**src/rtl/ctrl_pkg.sv**
```systemverilog
// Shared types and encodings for the accumulator-CPU control sequencer.
package ctrl_pkg;

  localparam int unsigned IR_W   = 9;
  localparam int unsigned FUNC_W = 4;

  typedef enum logic [2:0] {
    IDLE   = 3'd0,
    FETCH  = 3'd1,
    DECODE = 3'd2,
    EXEC   = 3'd3,
    MEM    = 3'd4,
    HALT   = 3'd5
  } state_t;

  // OP=0 function codes
  localparam logic [FUNC_W-1:0] F_ADD  = 4'b0000;
  localparam logic [FUNC_W-1:0] F_MOV  = 4'b0001;
  localparam logic [FUNC_W-1:0] F_HALT = 4'b0010;
  localparam logic [FUNC_W-1:0] F_SUB  = 4'b0011;
  localparam logic [FUNC_W-1:0] F_AND  = 4'b0100;
  localparam logic [FUNC_W-1:0] F_OR   = 4'b0101;
  localparam logic [FUNC_W-1:0] F_SLL  = 4'b0110;
  localparam logic [FUNC_W-1:0] F_SRL  = 4'b0111;
  localparam logic [FUNC_W-1:0] F_XOR  = 4'b1000;
  localparam logic [FUNC_W-1:0] F_NOT  = 4'b1001;
  localparam logic [FUNC_W-1:0] F_BEZR = 4'b1010;
  localparam logic [FUNC_W-1:0] F_SW   = 4'b1011;
  localparam logic [FUNC_W-1:0] F_LW   = 4'b1100;

  // OP=1 function codes (ir[7:6])
  localparam logic [1:0] F_SETI = 2'b00;
  localparam logic [1:0] F_SLIZ = 2'b01;
  localparam logic [1:0] F_SLTI = 2'b10;

  // ALU Zero branch codes
  localparam logic [1:0] ZERO_FWD = 2'b01;
  localparam logic [1:0] ZERO_BWD = 2'b10;

  typedef struct packed {
    logic acc_we;
    logic rf_we;
    logic dmem_we;
    logic dmem_re;
    logic carry_upd;
    logic branch;
    logic lw;
    logic halt;
    logic illegal;
  } dec_t;

endpackage

```
**src/rtl/ctrl_decode.sv**
```systemverilog
// Combinational instruction decode: ir -> EXEC-cycle enables and control flags.
module ctrl_decode
  import ctrl_pkg::*;
(
  input  logic [IR_W-1:0] ir,
  output dec_t            dec
);

  always_comb begin
    dec = '0;
    if (ir[8]) begin
      // Immediate group: seti/sliz/slti write the accumulator, 11 is undefined
      if (ir[7:6] == 2'b11) dec.illegal = 1'b1;
      else                  dec.acc_we  = 1'b1;
    end else begin
      case (ir[7:4])
        F_ADD, F_SLL: begin
          dec.acc_we    = 1'b1;
          dec.carry_upd = 1'b1;
        end
        F_SUB, F_AND, F_OR, F_SRL, F_XOR, F_NOT: dec.acc_we = 1'b1;
        F_MOV:  dec.rf_we   = 1'b1;
        F_HALT: dec.halt    = 1'b1;
        F_BEZR: dec.branch  = 1'b1;
        F_SW:   dec.dmem_we = 1'b1;
        F_LW: begin
          dec.dmem_re = 1'b1;
          dec.lw      = 1'b1;
        end
        default: dec.illegal = 1'b1;
      endcase
    end
  end

endmodule

```
**src/rtl/ctrl_seq.sv**
```systemverilog
// Multi-cycle control sequencer: fetch/decode/exec FSM, PC and carry registers.
module ctrl_seq
  import ctrl_pkg::*;
#(
  parameter int unsigned     PC_W   = 8,
  parameter logic [PC_W-1:0] RST_PC = '0
) (
  input  logic            clk,
  input  logic            rst_n,
  input  logic            start,
  output logic [PC_W-1:0] imem_addr,
  input  logic [8:0]      imem_data,
  output logic            alu_op,
  output logic [3:0]      alu_func,
  output logic            alu_dsel,
  output logic [3:0]      rf_idx,
  output logic [5:0]      imm6,
  input  logic [7:0]      alu_out,
  input  logic [1:0]      alu_zero,
  input  logic            alu_carry,
  output logic            acc_we,
  output logic            rf_we,
  output logic            wb_sel,
  output logic            dmem_we,
  output logic            dmem_re,
  output logic            carry_flag,
  output logic            halted,
  output logic            illegal
);

  state_t          state_q, state_d;
  logic [PC_W-1:0] pc_q, pc_d;
  logic [IR_W-1:0] ir_q, ir_d;
  logic            carry_q, carry_d;
  dec_t            dec;
  logic [PC_W-1:0] pc_inc;
  logic [PC_W-1:0] br_off;

  ctrl_decode u_decode (
    .ir  (ir_q),
    .dec (dec)
  );

  // ALU field selects straight from the instruction register
  assign alu_op     = ir_q[8];
  assign alu_func   = ir_q[8] ? {2'b00, ir_q[7:6]} : ir_q[7:4];
  assign alu_dsel   = ir_q[8];
  assign rf_idx     = ir_q[3:0];
  assign imm6       = ir_q[5:0];
  assign imem_addr  = pc_q;
  assign carry_flag = carry_q;

  assign pc_inc = pc_q + PC_W'(1);
  assign br_off = PC_W'(alu_out);

  always_ff @(posedge clk or negedge rst_n) begin
    if (!rst_n) begin
      state_q <= IDLE;
      pc_q    <= RST_PC;
      ir_q    <= '0;
      carry_q <= 1'b0;
    end else begin
      state_q <= state_d;
      pc_q    <= pc_d;
      ir_q    <= ir_d;
      carry_q <= carry_d;
    end
  end

  // Enables derive from the registered state, so reset drops them at once
  always_comb begin
    state_d = state_q;
    pc_d    = pc_q;
    ir_d    = ir_q;
    carry_d = carry_q;
    acc_we  = 1'b0;
    rf_we   = 1'b0;
    wb_sel  = 1'b0;
    dmem_we = 1'b0;
    dmem_re = 1'b0;
    halted  = 1'b0;
    illegal = 1'b0;

    case (state_q)
      IDLE: begin
        if (start) state_d = FETCH;
      end
      FETCH: state_d = DECODE;
      DECODE: begin
        ir_d    = imem_data;
        state_d = EXEC;
      end
      EXEC: begin
        acc_we  = dec.acc_we;
        rf_we   = dec.rf_we;
        dmem_we = dec.dmem_we;
        dmem_re = dec.dmem_re;
        illegal = dec.illegal;
        if (dec.carry_upd) carry_d = alu_carry;
        if (dec.halt) begin
          state_d = HALT;
        end else if (dec.lw) begin
          state_d = MEM;
        end else begin
          state_d = FETCH;
          if (dec.branch) begin
            case (alu_zero)
              ZERO_FWD: pc_d = pc_q + br_off;
              ZERO_BWD: pc_d = pc_q - br_off;
              default:  pc_d = pc_inc;
            endcase
          end else begin
            pc_d = pc_inc;
          end
        end
      end
      MEM: begin
        acc_we  = 1'b1;
        wb_sel  = 1'b1;
        pc_d    = pc_inc;
        state_d = FETCH;
      end
      HALT: halted = 1'b1;
      default: state_d = IDLE;
    endcase
  end

endmodule

```
**config.mk**
```make
export PLATFORM = sky130hd
export DESIGN_NAME = ctrl_seq
export DESIGN_NICKNAME = d
export VERILOG_FILES = /design/src/rtl/ctrl_pkg.sv /design/src/rtl/ctrl_decode.sv /design/src/rtl/ctrl_seq.sv
export SDC_FILE = /design/constraint.sdc
export NUM_CORES = 1
export LEC_CHECK = 0
export CORE_MARGIN = 2
export CORE_UTILIZATION = 51
export CTS_CLUSTER_DIAMETER = 150
export DETAILED_ROUTE_END_ITERATION = 12
export PLACE_DENSITY = 0.86
export SLEW_MARGIN = 20
export SYNTH_ARGS = -nofsm -noshare
export SYNTH_HDL_FRONTEND = slang
export SYNTH_HIERARCHICAL = 1
export SYNTH_SLANG_ARGS = --single-unit
```
**constraint.sdc**
```tcl
create_clock -name clk -period 5.25 [get_ports clk]
set_input_delay 0.525 -clock clk [delete_from_list [all_inputs] [get_ports clk]]
set_output_delay 0.525 -clock clk [all_outputs]
set_load 0.01 [all_outputs]
```
-- Word-level counts from Yosys, hierarchy flattened
Index checks and enable logic that the tools add are counted.
W data, S select, Z words.
- add/sub/neg operators: 3
- equal/unequal tests: 23
- mux-type cells: 30
- bitwise operators: 1
- reduce and logical (&&, ||, !) cells: 9
- operators by type and width (cell ; count):
    $pmux W8 S2 ; 2
    $mux W8 ; 3
    $eq A4 B4 Y1 const B ; 5
    $mux W1 ; 18
    $pmux W3 S6 ; 1
    $eq A4 B3 Y1 const B ; 4
    $reduce_or A13 Y1 ; 1
    $mux W3 ; 3
    $add A8 B1 Y8 const B ; 1
    $add A8 B8 Y8 ; 1
    $eq A4 B2 Y1 const B ; 2
    $reduce_or A8 Y1 ; 1
    $sub A8 B8 Y8 ; 1
    $mux W7 ; 1
    $eq A3 B2 Y1 const B ; 2
    $eq A3 B3 Y1 const B ; 2
    $ne A2 B2 Y1 const B ; 3
    $eq A2 B2 Y1 const B ; 2
    $eq A4 B1 Y1 const B ; 1
    $logic_not A4 Y1 ; 1
    $mux W4 ; 1
    $reduce_and A2 Y1 ; 2
    $eq A3 B1 Y1 const B ; 1
    $logic_not A3 Y1 ; 1
    6 further kinds ; 6
- register bits: 21
- output and inout port bits: 32
- logic and storage cells: 70

-- Depth between registers and ports, before layout
- depth after elaboration: 8
- mapped depth: 11

-- By module
The synthesis kept the hierarchy.
- by module, submodules not included (module ; instances ; cells an instance ; area an instance (um^2) ; sequential area each (um^2)):
    ctrl_seq ; 1 ; 181 ; 1664.1 ; 525.5
    ctrl_decode ; 1 ; 18 ; 116.4 ; 0.0

-- Worst setup path after synthesis
Ideal clock, no wire load.
- path type: input-to-reg
- start: input port alu_zero[0]
- end: register pc_q[5], in the netlist imem_addr[5]
- setup time: 0.111 ns
- arrival: 2.366 ns
- slack: 2.773 ns
- stages: 10
- buffers on the path: 1
- path through: inv_1 -> ha_1 -> clkbuf_1 -> mux2i_1 -> ha_1 -> nor2b_1 -> o31a_1 -> o21ai_0 -> a21oi_1 -> a2111oi_2
- word-level cells in the longest chain between the ends: 6
- elaborated cells on any way between the ends: 7
- those cells by class: eq/ne: 2; mux: 5
- RTL lines (item ; line ; text):
    from (decl) ; ctrl_seq.sv:19 ; input logic [1:0] alu_zero,
    $eq A2 B2 Y1 / $eq A2 B1 Y1 (equally long branches) ; ctrl_seq.sv:107 ; case (alu_zero)
    $pmux W8 S2 * ; ctrl_seq.sv:107 ;
    $mux W8 * ; ctrl_seq.sv:106 ; if (dec.branch) begin
    $mux W8 * ; ctrl_seq.sv:102 ; end else if (dec.lw) begin
    $mux W8 * ; ctrl_seq.sv:100 ; if (dec.halt) begin
    $pmux W8 S2 * ; ctrl_seq.sv:84 ; case (state_q)
    to (signal assigned) ; ctrl_seq.sv:64 ; pc_q <= pc_d;
    to (decl) ; ctrl_seq.sv:32 ; logic [PC_W-1:0] pc_q, pc_d;
Every way passes the cells marked *; elsewhere a longest branch is shown, timed or not. The select of a mux whose other input is x is not followed.
A chain may end at the register's enable or synchronous reset.

-- Final worst setup path
Ends and elaborated chain as after synthesis.

==> results.md <==
* RSZ-0062 raised after global routing: false
* P_int at roughly 0.72 mW
* Total CTS buffers at 3
* Layout Area Growth over Synthesis at 28.7%
* Sequential Area at about 530 µm²
* Leak at between 0.9 and 1 nW
* Die width at ~63 µm
* Slowest-stage cell, CP: clkdlybuf4s50_1
* HP Class: flop to flop
* Cell mode on critical path: ha_1
* CTS Hold Buffers Added at 0
* Clk pwr share at between 6 and 7%
* Setup TNS at 0 ps
* WL/cell at 13.2 µm
* Final setup fails at 0
* Initial antenna violation count at 0
* Dpl hpwl at roughly 3 mm
* Reg-to-Reg Start: ir_q[5]$_DFFE_PN0P_
* Routed wire length at about 3.8 mm
* Gate power share at roughly two thirds
* Reg power frac at between 20 and 30%
* Mapped Avg Cell Area at between 8 and 9 µm²
* Vias at roughly 1,600
* Critical Path AT at roughly 3000 ps
* Final #Nets at around 280
* Cell area after layout at 2290 µm²
* Top Family by Delay on Critical Path: compound AO/OA/AOI/OAI gates
* Critical Setup Path Class: input pin to flop
* Clock Tree Buf Depth at 2
* Critical path startpoint category: input pin
* Worst path required time at ~5500 ps
* Initial drt markers at between 70 and 80
* Gates resized, CTS repair at 0
* Share of layout cells above drive strength 1 at a little over 10%
* DP Area at around 2300 µm²
* Syn nets at between 200 and 250
* Status: finished clean
* Post-synth EDFFs at 0
* Residual DRC count at 0
* Routability cong. at slightly below 0.9
* Reg clk slew, reported paths at between 100 and 150 ps
* Ys Warns at 6
* First-pass GRT wire length at about 6.6 mm
* GRT Total Usage at between 20% and 30%
* DRT Pass-1 Iters at 4
* Worst Skew at roughly 8.9 ps
* Post-Syn Area at around 1800 µm²
* IO Pins at between 50 and 60
* Final hold vios at 0
* Die area at just under 4000 µm²
* Core Util, Final at roughly 69%
* Number of global-route vias before repair at around 1,400
* FFs w/ async S/R, synth at 100%
* Sw power at between 0.5 and 0.6 mW
* Slew HR at 37.6%
* Switching Share at 43.5%
* Slew Viols, Final at 0
* Ranking of synthesized cells by area: dfrtp_1 (30%), mux2_2 (7.6%), ha_1 (7.0%)
* F_max at ~360 MHz
* CTS sink count at 21
* Ant diodes at 0
* Crit path from: alu_zero[0]
* Initial Util at about 53%
* Clock Latency Late Sink at about 310 ps
* Worst path bufs/invs at 2
* Crit path max fanout at 7
* Row cnt at 21
* Count of input and output buffers at 54
* Post-DR vias/cell at around 5.5
* Congestion Overflow GR at 0
* Max-cap violations at 0
* Yosys top cell area share at 29.5%
* Min-delay src: state_q[2]$_DFFE_PN0P_
* Fill cell count at roughly 280
* Min Tclk post-route at 2770 ps
* Slowest stage delay, CP at 400 ps
* Sequential-to-total area share from yosys stat at 29.5%
* Post-synth top flop: dfrtp_1
* Crit share post-route at 52.8%
* Setup Buffers After CTS at 0
* DRT antenna net count at 0
* CTS root buffer: clkbuf_4
* Maximum vdd drop at about 0.28 mV
* Seq cells post-synth at 21
* Crit end category: flop
* CTS tree: built
* # H-tree levels at 1
* Core area at around 3300 µm²
* Area taken by multi-input logic gates at 1090 µm²
* Cell taking the most area after synthesis: dfrtp_1
* Least-Margin Pin Slew at about 930 ps
* Syn Inst Count at 199
* CP Cell Sequence: clkdlybuf4s50_1 > inv_1 > ha_1 > mux2i_1 > ha_1 > nor2b_1 > o31a_1 > o21ai_0 > a21oi_1 > a2111oi_2
* Largest net degree at the start of global routing at 22
* Die H at 63.1 µm
* Netlist cell types at between 40 and 50
* Cell Pwr Density at 558 nW/µm²
[Yosys cell counts (2+ instances only)]
library cell  instances
nand2_1              12
ha_1                 10
o21a_1                3
nor4_1                3
xnor2_1              10
a211oi_1              3
o31a_1                2
nand2b_1              3
nand3_1               7
mux2_2               12
a31oi_1               6
and2_1                4
nor2_1               15
buf_4                13
nor3_1                3
o21bai_1              2
xor2_1                3
nor2b_1               5
o21ai_0              12
dfrtp_1              21
and3_1                4
inv_1                11
a21oi_1              14
[metrics by stage]
step | hold slack [ps] | std cells | power, mW | setup slack, ps
after floorplan | 229 | 199 | 0.930 | 2770
after global placement | 484 | 284 | 1.19 | 2320
after detailed placement | 484 | 284 | 1.21 | 2170
after CTS | 500 | 288 | 1.29 | 2480
after global routing | 524 | 288 | 1.39 | 2280
final | 496 | 288 | 1.28 | 2480
[state kept, by name, indices dropped and copies added (netlist names)]
| register | count |
|---|---|
| ir_q | 9 |
| imem_addr | 8 |
| state_q | 3 |
| carry_flag | 1 |
[cells in the final DEF (no fill, tap or decap), types with 4 or more instances in the layout]
master | Yosys | routed
o21ai_0 | 12 | 12
clkdlybuf4s50_1 | 0 | 54
and2_1 | 4 | 4
a21oi_1 | 14 | 14
dfrtp_1 | 21 | 21
xnor2_1 | 10 | 10
and3_1 | 4 | 4
nor2b_1 | 5 | 5
nor2_1 | 15 | 15
inv_1 | 11 | 11
nand3_1 | 7 | 7
a31oi_1 | 6 | 6
mux2_2 | 12 | 12
ha_1 | 10 | 10
nand2_1 | 12 | 12
[kinds of logic after synthesis]
logic type      count (synthesis)  share of synthesized area [%]
mux                            13                           8.15
flops                          21                           29.5
fa+ha+maj                      11                           8.15
buf+inv                        27                           8.99
xor+xnor                       13                           6.39
simple gates                   66                           21.8
compound gates                 48                           17.0
[final cells by class]
class,instances,area share (%)
clock buffers,4,1.15
inverters,12,2.07
multi-input cells,151,47.8
flip-flops and latches,21,22.9
well taps,46,2.51
repair buffers,54,23.6
[power groups by stage]
| stage | sequential (mW) | combinational (mW) | clock [mW] |
|---|---|---|---|
| floorplan | 0.360 | 0.570 | 0 |
| global placement | 0.373 | 0.814 | 0 |
| detailed placement | 0.377 | 0.834 | 0 |
| CTS | 0.372 | 0.839 | 0.0823 |
| global route | 0.393 | 0.912 | 0.0896 |
| finish | 0.372 | 0.829 | 0.0781 |
[metal layers]
| layer | track usage, % | wire length [µm] | up-vias |
|---|---|---|---|
| li1 | - | - | 785 |
| met1 | 27.3 | 1640 | 749 |
| met2 | 33.9 | 1930 | 33 |
| met3 | 2.68 | 164 | 5 |
| met4 | 6.67 | 59 | 0 |
| met5 | 0 | 0 | - |
[path summary, 6_finish.rpt]
path / slack (ps) / depth (start not counted) / end
max: 2480 / 10 / imem_addr[5]$_DFFE_PN0P_
min: 500 / 1 / state_q[1]$_DFFE_PN0P_
max reg2reg: 2770 / 7 / imem_addr[5]$_DFFE_PN0P_
min reg2reg: 500 / 1 / state_q[1]$_DFFE_PN0P_
max in group asynchronous: 3950 / 1 / imem_addr[4]$_DFFE_PN0P_
min in group asynchronous: 720 / 1 / ir_q[5]$_DFFE_PN0P_
Power figures use the tool's default switching activity.
==> patch (same settings) <==
Encoding of `state_t`: now one-hot (6 bits for 6 states).
--- a/src/rtl/ctrl_pkg.sv
+++ b/src/rtl/ctrl_pkg.sv
@@ -4,13 +4,13 @@
   localparam int unsigned IR_W   = 9;
   localparam int unsigned FUNC_W = 4;
 
-  typedef enum logic [2:0] {
-    IDLE   = 3'd0,
-    FETCH  = 3'd1,
-    DECODE = 3'd2,
-    EXEC   = 3'd3,
-    MEM    = 3'd4,
-    HALT   = 3'd5
+  typedef enum logic [5:0] {
+    IDLE   = 6'b000001,
+    FETCH  = 6'b000010,
+    DECODE = 6'b000100,
+    EXEC   = 6'b001000,
+    MEM    = 6'b010000,
+    HALT   = 6'b100000
   } state_t;
 
   // OP=0 function codes
Check against the original RTL: no difference found for any inputs over 10 cycles, from zero or initial values and one cycle with rst_n low; not proved beyond that.
==> patch against the original RTL <==
Sequential cell count grew 3. Global-route usage grew 2.2 points. Worst setup slack lost 220 ps. Synthesized area grew 8.3%. Sequential share of layout area grew 1.5 points. Sequential power shrank 6.5%. Cell area grew 7.6%. Total power shrank 22%. Via count grew 13%. Count of clock-buffer cells in the layout is the same. Routed wire length grew 17%. Critical endpoint is now rf_we.
==> patch: results (changes against the original RTL) <==
* Tot GR Track Use at 22.5% (was 20.4%)
* CTS buffer count at 3 (unchanged)
* Ys async rst share at 100% (unchanged)
* Met2 routed WL at 2.13 mm (was 1.93 mm)
* Nets at 313 (was 277)
* Iter 0 DRT Violations at 99 (was 78)
* Diode count at 0 (unchanged)
* Placed Area at 2420 um^2 (was 2270 um^2)
* Status: complete, no violations (unchanged)
* Placed cells at 322 (was 284)
* Grt met2 use at 37.8% (was 33.9%)
* Post-DP HPWL at 3.41 mm (was 3.06 mm)
* Final WL at 4.46 mm (was 3.79 mm)
* Distinct cells, synth at 47 (was 44)
* Mapped Nets at 270 (was 233)
* Register clock-pin slew on the reported worst setup and hold paths at 90 ps (was 110 ps)
* Initial antenna violation count at 0 (unchanged)
* M1 WL at 2.14 mm (was 1.64 mm)
* Leakage power at 1.06 nW (was 0.920 nW)
* Max stage delay on crit path at 570 ps (was 400 ps)
* Largest register FFs at 9 (unchanged)
* Worst Skew at 8.86 ps (was 8.94 ps)
* CP max-delay cell: or4_4 (was clkdlybuf4s50_1)
* First-pass GRT wire length at 7.67 mm (was 6.58 mm)
* GP Congestion at 0.855 (was 0.882)
* Uppermost layer routed: met4 (unchanged)
* WL per Instance at 13.7 um (was 13.2 um)
* Synth cell count leaders: 40 x nand2_1, 23 x dfrtp_1, 23 x nor2_1 (was 21 x dfrtp_1, 15 x nor2_1, 14 x a21oi_1)
* Top post-synthesis cells by area: dfrtp_1 30%, nand2_1 7.8%, ha_1 6.5% (was dfrtp_1 30%, mux2_2 7.6%, ha_1 7.0%)
* Worst VDD drop at 298 uV (was 278 uV)
* Vias in the first global route at 1701 (was 1418)
* Share of cells above drive strength 1 at 7.19% (was 10.3%)
* Grt met1 use at 30.9% (was 27.3%)
* Register-to-Register Path Depth at 6 (was 7)
* Synthesized area per cell at 8.17 um^2 (was 8.95 um^2)
* Largest net degree at the start of global routing at 25 (was 22)
* Yosys warnings at 6 (unchanged)
* Worst min path class: primary input to asynchronous set/reset pin (was flip-flop to flip-flop)
* Worst skew pair latency at 270 ps (was 310 ps)
* Number of gates resized after cts at 0 (unchanged)
* Fillers at 310 (was 281)
* Worst-margin pin slew at 566 ps (was 934 ps)
* Clk buf depth at 2 (unchanged)
* Worst r2r src: state_q[5] (was ir_q[5])
* Post-synthesis sequential area ratio at 31.2% (was 29.5%)
* Reg-to-Reg End: imem_addr[6] (was imem_addr[5])
* DR pass1 iterations at 7 (was 4)
* Worst-path maximum fanout at 10 (was 7)
* Met3 WL at 143 um (was 164 um)
* Critical path arrival at 2470 ps (was 2980 ps)
* Setup bufs post-CTS at 0 (unchanged)
* Via count at 1770 (was 1572)
* Routing usage on met3 at 3.08% (was 2.68%)
* CTS root buffer: clkbuf_8 (was clkbuf_4)
* Reg2reg setup slack at 2990 ps (was 2770 ps)
[patch: cell type report]
type,count,area share (%)
multi-input cells,184,47.4
flip-flops and latches,24,24.4
repair buffers,54,21.7
well taps,48,2.44
clock buffers,4,2.23
inverters,12,1.83
[patch: worst max-delay path: cells and delay by family, from the launching register on]
kind,cells,cell delay [ps]
flip-flops,1,430
buffers and inverters,1,540
AND/OR/NAND/NOR,3,1220
[patch: report_power, final]
part           internal, W  total (W)  switching, W  leakage [nW]
clock network    0.0000670   0.000126     0.0000592        0.0288
registers         0.000245   0.000348      0.000103         0.292
logic             0.000290   0.000527      0.000237         0.737
[patch: worst max-delay path by stage]
stage                     start  slack, ps      endpoint
floorplan           alu_zero[0]       2680  imem_addr[6]
global placement    alu_zero[0]       2180  imem_addr[6]
detailed placement  alu_zero[0]       2140  imem_addr[6]
CTS                  state_q[5]       2240       illegal
global route         state_q[5]       2160       illegal
finish               state_q[5]       2260         rf_we
[patch: kinds of logic (layout without fill, tap and decap cells)]
kind of cell / after synthesis / in the layout / share of synthesized area (%)
AND/OR/NAND/NOR: 106 / 106 / 27.7
AO/OA/AOI/OAI: 48 / 48 / 16.2
buffers and inverters: 28 / 70 / 8.18
flip-flops: 24 / 24 / 31.2
XOR/XNOR: 14 / 14 / 6.36
adder cells (fa/ha/maj): 11 / 11 / 7.53
multiplexers: 5 / 5 / 2.79
[patch: metrics by stage]
step | total power [W] | utilization [%] | hold WS (ps) | setup WS, ps
final | 0.00100 | 67.4 | 239 | 2260
after global routing | 0.00108 | 67.4 | 274 | 2160
after CTS | 0.00101 | 67.5 | 516 | 2240
after detailed placement | 0.000878 | 66.0 | 496 | 2140
after global placement | 0.000861 | 66.0 | 479 | 2180
after floorplan | 0.000696 | - | 229 | 2680
